[src/rtl/npc_pkg.sv]
// Shared definitions for the NPC core: data width, LSU state encoding,
// memory access width codes and small helpers for byte lanes and alignment.
package npc_pkg;

    localparam int XLEN = 64;

    typedef enum logic [1:0] {
        IDLE = 2'd0,
        REQ  = 2'd1,
        WAIT = 2'd2
    } lsu_state_t;

    localparam logic [1:0] LSU_B = 2'd0;
    localparam logic [1:0] LSU_H = 2'd1;
    localparam logic [1:0] LSU_W = 2'd2;
    localparam logic [1:0] LSU_D = 2'd3;

    // Byte enables for an access; lanes beyond the doubleword fall off the top.
    function automatic logic [7:0] lsu_wstrb(input logic [2:0] addr_lo, input logic [1:0] width);
        logic [7:0] base;
        case (width)
            LSU_B:   base = 8'h01;
            LSU_H:   base = 8'h03;
            LSU_W:   base = 8'h0F;
            default: base = 8'hFF;
        endcase
        return base << addr_lo;
    endfunction

    function automatic logic lsu_is_misaligned(input logic [2:0] addr_lo, input logic [1:0] width);
        logic bad;
        case (width)
            LSU_H:   bad = addr_lo[0];
            LSU_W:   bad = |addr_lo[1:0];
            LSU_D:   bad = |addr_lo;
            default: bad = 1'b0;
        endcase
        return bad;
    endfunction

endpackage

[src/rtl/lsu_load_align.sv]
// Combinational load alignment: shifts the returned doubleword down to the
// accessed byte, keeps 8/16/32/64 bits and sign- or zero-extends them.
module lsu_load_align
    import npc_pkg::*;
(
    input  logic [XLEN-1:0] rdata,
    input  logic [2:0]      addr_lo,
    input  logic [2:0]      func3,
    output logic [XLEN-1:0] data
);

    logic [XLEN-1:0] shifted;
    logic            sign_en;

    assign shifted = rdata >> {addr_lo, 3'b000};
    assign sign_en = ~func3[2];

    always_comb begin
        data = shifted;
        case (func3[1:0])
            LSU_B:   data = {{56{sign_en & shifted[7]}},  shifted[7:0]};
            LSU_H:   data = {{48{sign_en & shifted[15]}}, shifted[15:0]};
            LSU_W:   data = {{32{sign_en & shifted[31]}}, shifted[31:0]};
            default: data = shifted;
        endcase
    end

endmodule

[src/rtl/lsu_stage.sv]
// Memory stage of the NPC core: single-entry holding register, valid/ready data
// memory port and one writeback record per instruction. Optional alignment
// checking is enabled with LSU_MISALIGN_CHK_EN.
module lsu_stage
    import npc_pkg::*;
(
    input  logic            clk,
    input  logic            rst,
    input  logic            exu_valid,
    input  logic [XLEN-1:0] exu_rd,
    input  logic [4:0]      exu_rd_addr,
    input  logic            exu_rd_w,
    input  logic            exu_ld,
    input  logic            exu_st,
    input  logic [2:0]      exu_func3,
    input  logic [XLEN-1:0] exu_st_data,
    output logic            pipe4_allowin,
    output logic            dmem_req_valid,
    input  logic            dmem_req_ready,
    output logic [XLEN-1:0] dmem_req_addr,
    output logic            dmem_req_wen,
    output logic [XLEN-1:0] dmem_req_wdata,
    output logic [7:0]      dmem_req_wstrb,
    input  logic            dmem_resp_valid,
    input  logic [XLEN-1:0] dmem_resp_rdata,
    output logic            wb_valid,
    output logic [XLEN-1:0] wb_rd,
    output logic [4:0]      wb_rd_addr,
    output logic            wb_rd_w
`ifdef LSU_MISALIGN_CHK_EN
    ,
    output logic            misalign
`endif
);

    lsu_state_t      state;
    logic [2:0]      addr_lo_q;
    logic [2:0]      func3_q;
    logic [4:0]      rd_addr_q;
    logic            rd_w_q;
    logic            is_mem;
    logic            access_misaligned;
    logic [XLEN-1:0] load_data;

    assign pipe4_allowin = (state == IDLE);
    assign is_mem        = exu_ld | exu_st;

`ifdef LSU_MISALIGN_CHK_EN
    assign access_misaligned = lsu_is_misaligned(exu_rd[2:0], exu_func3[1:0]);
`else
    assign access_misaligned = 1'b0;
`endif

    lsu_load_align u_load_align (
        .rdata   (dmem_resp_rdata),
        .addr_lo (addr_lo_q),
        .func3   (func3_q),
        .data    (load_data)
    );

    // Request outputs are loaded on acceptance and held untouched until the
    // handshake, so the memory side sees a stable request however long it stalls.
    always_ff @(posedge clk) begin
        if (rst) begin
            state          <= IDLE;
            addr_lo_q      <= 3'd0;
            func3_q        <= 3'd0;
            rd_addr_q      <= 5'd0;
            rd_w_q         <= 1'b0;
            dmem_req_valid <= 1'b0;
            dmem_req_addr  <= '0;
            dmem_req_wen   <= 1'b0;
            dmem_req_wdata <= '0;
            dmem_req_wstrb <= 8'h00;
            wb_valid       <= 1'b0;
            wb_rd          <= '0;
            wb_rd_addr     <= 5'd0;
            wb_rd_w        <= 1'b0;
`ifdef LSU_MISALIGN_CHK_EN
            misalign       <= 1'b0;
`endif
        end else begin
            wb_valid <= 1'b0;
            wb_rd_w  <= 1'b0;
`ifdef LSU_MISALIGN_CHK_EN
            misalign <= 1'b0;
`endif
            case (state)
                IDLE: begin
                    if (exu_valid) begin
                        addr_lo_q <= exu_rd[2:0];
                        func3_q   <= exu_func3;
                        rd_addr_q <= exu_rd_addr;
                        rd_w_q    <= exu_rd_w;
                        if (!is_mem) begin
                            wb_valid   <= 1'b1;
                            wb_rd      <= exu_rd;
                            wb_rd_addr <= exu_rd_addr;
                            wb_rd_w    <= exu_rd_w;
                        end else if (access_misaligned) begin
                            wb_valid   <= 1'b1;
                            wb_rd      <= '0;
                            wb_rd_addr <= exu_rd_addr;
                            wb_rd_w    <= 1'b0;
`ifdef LSU_MISALIGN_CHK_EN
                            misalign   <= 1'b1;
`endif
                        end else begin
                            state          <= REQ;
                            dmem_req_valid <= 1'b1;
                            dmem_req_addr  <= {exu_rd[XLEN-1:3], 3'b000};
                            dmem_req_wen   <= exu_st;
                            dmem_req_wdata <= exu_st ? (exu_st_data << {exu_rd[2:0], 3'b000}) : '0;
                            dmem_req_wstrb <= exu_st ? lsu_wstrb(exu_rd[2:0], exu_func3[1:0]) : 8'h00;
                        end
                    end
                end
                REQ: begin
                    if (dmem_req_ready) begin
                        dmem_req_valid <= 1'b0;
                        if (dmem_req_wen) begin
                            state      <= IDLE;
                            wb_valid   <= 1'b1;
                            wb_rd      <= '0;
                            wb_rd_addr <= rd_addr_q;
                            wb_rd_w    <= 1'b0;
                        end else begin
                            state <= WAIT;
                        end
                    end
                end
                WAIT: begin
                    if (dmem_resp_valid) begin
                        state      <= IDLE;
                        wb_valid   <= 1'b1;
                        wb_rd      <= load_data;
                        wb_rd_addr <= rd_addr_q;
                        wb_rd_w    <= rd_w_q;
                    end
                end
                default: state <= IDLE;
            endcase
        end
    end

endmodule

[config.mk]
export PLATFORM = sky130hd
export DESIGN_NAME = lsu_stage
export DESIGN_NICKNAME = d
export VERILOG_FILES = /design/src/rtl/npc_pkg.sv /design/src/rtl/lsu_load_align.sv /design/src/rtl/lsu_stage.sv
export SDC_FILE = /design/constraint.sdc
export NUM_CORES = 1
export LEC_CHECK = 0
export ABC_AREA = 1
export CAP_MARGIN = 25
export CORE_UTILIZATION = 46
export DETAILED_ROUTE_END_ITERATION = 10
export MAX_ROUTING_LAYER = met4
export PLACE_DENSITY = 0.81
export SETUP_SLACK_MARGIN = 0.4
export SLEW_MARGIN = 20
export SYNTH_ARGS = -nofsm -noshare
export SYNTH_HDL_FRONTEND = slang
export SYNTH_SLANG_ARGS = --single-unit
[constraint.sdc]
create_clock -name clk -period 2.1 [get_ports clk]
set_input_delay 0.21 -clock clk [delete_from_list [all_inputs] [get_ports clk]]
set_output_delay 0.21 -clock clk [all_outputs]
set_load 0.01 [all_outputs]
# --- After elaboration in Yosys (flattened, before gate mapping) ---
# Index checks and enable logic that the tools add are counted.
totals:
  register_bits: 220
  in_bits: 208
  output_inout_bits: 210
  elab_cells: 84
classes:
  eq_ne: 12
  n_shift: 3
  n_mux: 40
  bitwise: 5
  reduce_logical: 10
op_table:
  columns: ["cell", "n"]
  rows:
  - ["2-to-1 mux 64 bit", 6]
  - ["one-hot mux 64 bit (3 select lines)", 2]
  - ["left shift 64 x 6 -> 64 bit", 1]
  - [">> shifter 64 x 6 -> 64 bit", 1]
  - ["2-to-1 mux 8 bit", 5]
  - ["2-to-1 mux 5 bit", 5]
  - ["one-hot mux 8 bit (3 select lines)", 1]
  - ["one-hot mux 5 bit (3 select lines)", 1]
  - ["2-to-1 mux 1 bit", 11]
  - ["2-to-1 mux 2 bit", 5]
  - ["inequality test 2 bit (second input constant)", 5]
  - ["AND reduction 4 bit", 2]
  - ["left shift 8 x 3 -> 8 bit", 1]
  - ["== test 2 x 1 -> 1 bit (second input constant)", 3]
  - ["== test 2 bit (second input constant)", 3]
  - ["logical NOT 2 bit", 3]
  - ["one-hot mux 2 bit (3 select lines)", 1]
  - ["AND reduction 6 bit", 1]
  - ["one-hot mux 1 bit (2 select lines)", 2]
  - ["AND 1 bit", 3]
  - ["one-hot mux 1 bit (3 select lines)", 1]
  - ["AND reduction 3 bit", 1]
  - ["nonzero test 3 bit", 1]
  - ["inequality test 2 x 1 -> 1 bit (second input constant)", 1]
  - ["other kinds (4)", 4]

# --- Depth between registers and ports, before layout ---
logic_depth:
  word_depth: 8
  depth_mapped: 13
  depth_no_buf: 12

# --- Hierarchy ---
# Synthesis repeated with hierarchy kept, for this count alone.
hier_totals:
  hier_cells: 2168
  area_unflattened_um2: 13190.2
modules_own_cells:
  columns: ["mod", "n_inst", "cells_each", "area_per_inst_um2", "seq_area_each_um2"]
  rows:
  - ["lsu_stage", 1, 1693, 10811.6, 4404.2]
  - ["lsu_load_align", 1, 475, 2378.5, 0.0]

# --- Worst setup path before layout ---
# OpenSTA, ideal clock, no wires.
synth_timing:
  path_type: "register to register"
  from: "register state[0]"
  to: "register wb_rd[33]"
  setup_ns: 0.122
  t_arrival_ns: 1.679
  required_ns: 1.978
  setup_slack_ns: 0.299
  stages_incl_launch_ff: 11
  path_buffers: 1
  period_less_slack_ns: 1.801
  cell_sequence: "dfxtp_1 -> inv_1 -> ha_1 -> inv_2 -> or2_1 -> nand3_2 -> nor4_4 -> inv_2 -> buf_1 -> a21oi_1 -> a21oi_2"
synth_between:
  elab_chain_cells: 3
  elab_cells_between_ends: 11
  classes_between: "eq/ne (7); mux (1); reduce/logical (3)"
synth_lines:
  columns: ["element", "line_no", "source"]
  rows:
  - ["start, declared", "lsu_stage.sv:36", "lsu_state_t state;"]
  - ["start signal, assigned", "lsu_stage.sv:65", "state <= IDLE;"]
  - ["start signal, assigned", "lsu_stage.sv:109", "state <= REQ;"]
  - ["start signal, assigned", "lsu_stage.sv:122", "state <= IDLE;"]
  - ["logical NOT 2 bit *", null, null]
  - ["named net pipe4_allowin", "lsu_stage.sv:17", "output logic pipe4_allowin,"]
  - ["inequality test 2 bit (no source line) / nonzero test 3 bit (equally long branches)", null, null]
  - ["AND reduction 6 bit (no source line)", null, null]
  - ["end signal, assigned", "lsu_stage.sv:97", "wb_rd <= exu_rd;"]
  - ["end signal, assigned", "lsu_stage.sv:136", "wb_rd <= load_data;"]
  - ["end, declared", "lsu_stage.sv:27", "output logic [XLEN-1:0] wb_rd,"]
# The timed path passes the listed nets; every way through them passes the cells marked *.
# A chain may end at the register's enable or synchronous reset.

# --- Worst setup path after layout ---
layout_timing:
  from: "register state[0]"
  to: "register wb_rd[28]"
layout_between:
  elab_chain_cells: 3
  elab_cells_between_ends: 11
  classes_between: "eq/ne (7); mux (1); reduce/logical (3)"
layout_lines:
  columns: ["element", "line_no", "source"]
  rows:
  - ["== test 2 bit (tied with other cells)", "lsu_stage.sv:88", "case (state)"]
  - ["inequality test 2 bit (no source line) / nonzero test 3 bit (equally long branches)", null, null]
  - ["AND reduction 6 bit (no source line)", null, null]
# Parallel ways exist; a longest one is shown, timed or not.

==> impl_metrics.tcl <==
set metrics [dict create \
    dieArea_sq_um 27200 \
    htreeDepth 1 \
    core_area_sq_um 26100 \
    yosysTopAreaCellShare_pct 36.1 \
    fin_ws_ps 107 \
    synth_edf_count 0 \
    instances_no_fill 2626 \
    synth_most_common_cell "nand2_1" \
    worstPathArrival_ps 2430 \
    gr-total-overflow 0 \
    syn_avg_cell_area_sq_um 6.65 \
    synthFlopType "dfxtp_1" \
    routed_wl_mm 62.9 \
    tightest_slew_ps 753 \
    startpoint_type "register" \
    grt_pass1_wl_mm 79.3 \
    fin_crit_ps 1990 \
    clockRootBuffer "clkbuf_16" \
    yosysTopAreaCell "dfxtp_1" \
    hold_path_class "primary input to register" \
    synthDistinctLibCells 41 \
    drc 0 \
    via_per_inst 6.11 \
    fin_crit_sh_pct 94.9 \
    powerDensity_nw_per_um2 1330 \
    fmax_mhz 502 \
    clk_pin_slew_ps 70 \
    synth.area.top_cells "dfxtp_1 (36%), nand2_1 (15%), o21ai_0 (9.5%)" \
    synthArstFlopShare_pct 0 \
    die_h_um 165 \
    vias 16000 \
    first_global_vias 13800 \
    ys_ff_latch 220 \
    dp_cells 2489 \
    drv_slew 0 \
    drive_above_1_share_pct 17.5 \
    cts_tree "yes" \
    detail_route.wl_per_cell_um 23.9 \
    relSlewSlack_pct 49.8 \
    netlist_area_sq_um 12200 \
    hpwl_mm 38.0 \
    ys_seq_area_share_pct 36.1 \
    cts_max_path_buffers 3 \
    io_buffers 414 \
    n_fill_cell 1800 \
    rows 59 \
    cap_viol_max_count 0 \
    drt_iter0_drc 2322 \
    ys_warn_count 0 \
    die-width_um 165 \
    first_pass_iters 7 \
    ff2ff_setup_slack_ps 110 \
    worstPathRequired_ps 2540 \
    cts_num_sinks 220 \
    hold_buffers 0 \
    finClkSkew_ps 21.3 \
    syn_inst 1833 \
    cts_buffers 25 \
    grt_max_degree 66 \
    p_leak_uw 0.00791 \
    peakVddDrop_uv 1070 \
    dp_worst_setup_slack_ps -27.5 \
    start_util_pct 46.8 \
    nets 2476 \
    cp_max_fo 6 \
    path_class "register to register" \
    io_pins 418 \
    track_usage_pct 39.2 \
    clk_latency_ps 550 \
    gp_congestion 1.03 \
    hold_viol 0 \
    status "complete, no violations" \
    ant_nets 0 \
    report.final.setup_viol 0 \
    fin_setup_tns_ps 0 \
    antenna_found_initial 6 \
    synthTopCellsByCount "nand2_1 (475), o21ai_0 (232), dfxtp_1 (220), a21oi_1 (188), nor2_1 (184)" \
    rsz0062_at_grt "true" \
    syn2layout_area_growth_pct 61.7 \
    end_kind "register" \
]
layer usage:
layer / GRT usage (%) / wire length (um) / vias up
met1: 46.7 / 21800 / 7408
met2: 63.3 / 28700 / 1286
li1: - / - / 7003
met4: 17.8 / 4510 / 0
met3: 8.36 / 7830 / 341
met5: - / 0 / -
worst max-delay path: stages (launching register included):
cell and delay [ps]:
dfxtp_4 380, inv_4 50, ha_4 160, inv_2 50, buf_4 100, nor2_2 40, nor4_4 230, buf_6 170
buf_6 100, buf_12 140, clkbuf_16 160, o21ai_1 70, a21oi_1 230
repair_timing:
action                     CTS  global route
pin swaps                    4            10
gates resized for setup    113           140
setup endpoints to repair  212           203
gates cloned                12            34
buffers inserted            16            21
cells by family (layout without fill, tap and decap cells):
logic type / Yosys count / in the layout / synth area share, %
DFF: 220 / 220 / 36.1
adders and majority gates: 4 / 4 / 0.410
buffers and inverters: 225 / 670 / 8.52
AOI/OAI and AO/OA: 535 / 535 / 24.2
and+or+nand+nor: 837 / 840 / 29.8
other: 1 / 11 / 0.0307
muxes: 11 / 11 / 0.903
power breakdown:
part | leakage (uW) | internal [uW] | switching, uW
Clock | 0.000439 | 2810 | 2020
Sequential | 0.00181 | 5390 | 836
Combinational | 0.00566 | 6570 | 8500
Total | 0.00791 | 14800 | 11400
final timing paths:
path	endpoint	cells past startpoint	start
setup / recovery	wb_rd[28]	12	state[0]
hold reg to reg	dmem_req_wdata[20]	2	dmem_req_wdata[20]
hold / removal	dmem_req_wdata[53]	4	rst
setup reg to reg	wb_rd[28]	12	state[0]
per-stage QoR:
stage | hold WS, ps | cell area (sq um) | total power [uW] | utilization (%)
2_1_floorplan | 370 | 12200 | 12300 | -
3_3_place_gp | 454 | 16700 | 17100 | 64.2
3_5_place_dp | 458 | 16700 | 17200 | 64.2
4_1_cts | 109 | 18300 | 23300 | 70.4
5_1_grt | 149 | 19700 | 26900 | 75.7
6_report | 131 | 19700 | 26100 | 75.7
state kept, by name, summed over array words and instances (netlist names):
signal,cells
dmem_req_addr,61
addr_lo_q,3
func3_q,3
wb_valid,1
dmem_req_valid,1
rd_addr_q,5
dmem_req_wstrb,8
wb_rd_w,1
wb_rd_addr,5
dmem_req_wdata,64
dmem_req_wen,1
wb_rd,64
state,2
rd_w_q,1
placed cells by master (no fill, tap or decap), types with 6 or more instances in the layout:
cell / count
nand3_4: 6
buf_12: 31
nand2_2: 6
nand2_8: 7
or2_2: 14
nor2_4: 6
o21ai_2: 7
inv_1: 55
a31oi_1: 11
clkbuf_16: 50
clkinv_2: 7
dlygate4sd2_1: 21
dfxtp_1: 216
o311ai_1: 6
nand3_1: 100
o21ai_0: 200
buf_16: 13
o21ai_1: 45
nand2_1: 468
a21oi_2: 69
buf_6: 12
a21oi_1: 146
nand2_4: 8
nor2_2: 14
nor2_1: 165
nand3_2: 44
clkdlybuf4s50_1: 388
diode_2: 8
buf_4: 53
a22oi_1: 10
o211ai_1: 26
mux2i_1: 11
final cells by class:
cell class / count / area, sq um / area share [%]
Tap cell: 335 / 419 / 2.13
Clock inverter: 17 / 219 / 1.11
Timing Repair Buffer: 551 / 6280 / 31.9
Antenna cell: 8 / 20.0 / 0.102
Timing Repair inverter: 1 / 16.3 / 0.0825
Multi-Input combinational cell: 1393 / 7330 / 37.2
Sequential cell: 220 / 4410 / 22.4
Clock buffer: 29 / 671 / 3.40
Inverter: 72 / 350 / 1.78
(Power assumes the default switching activity.)
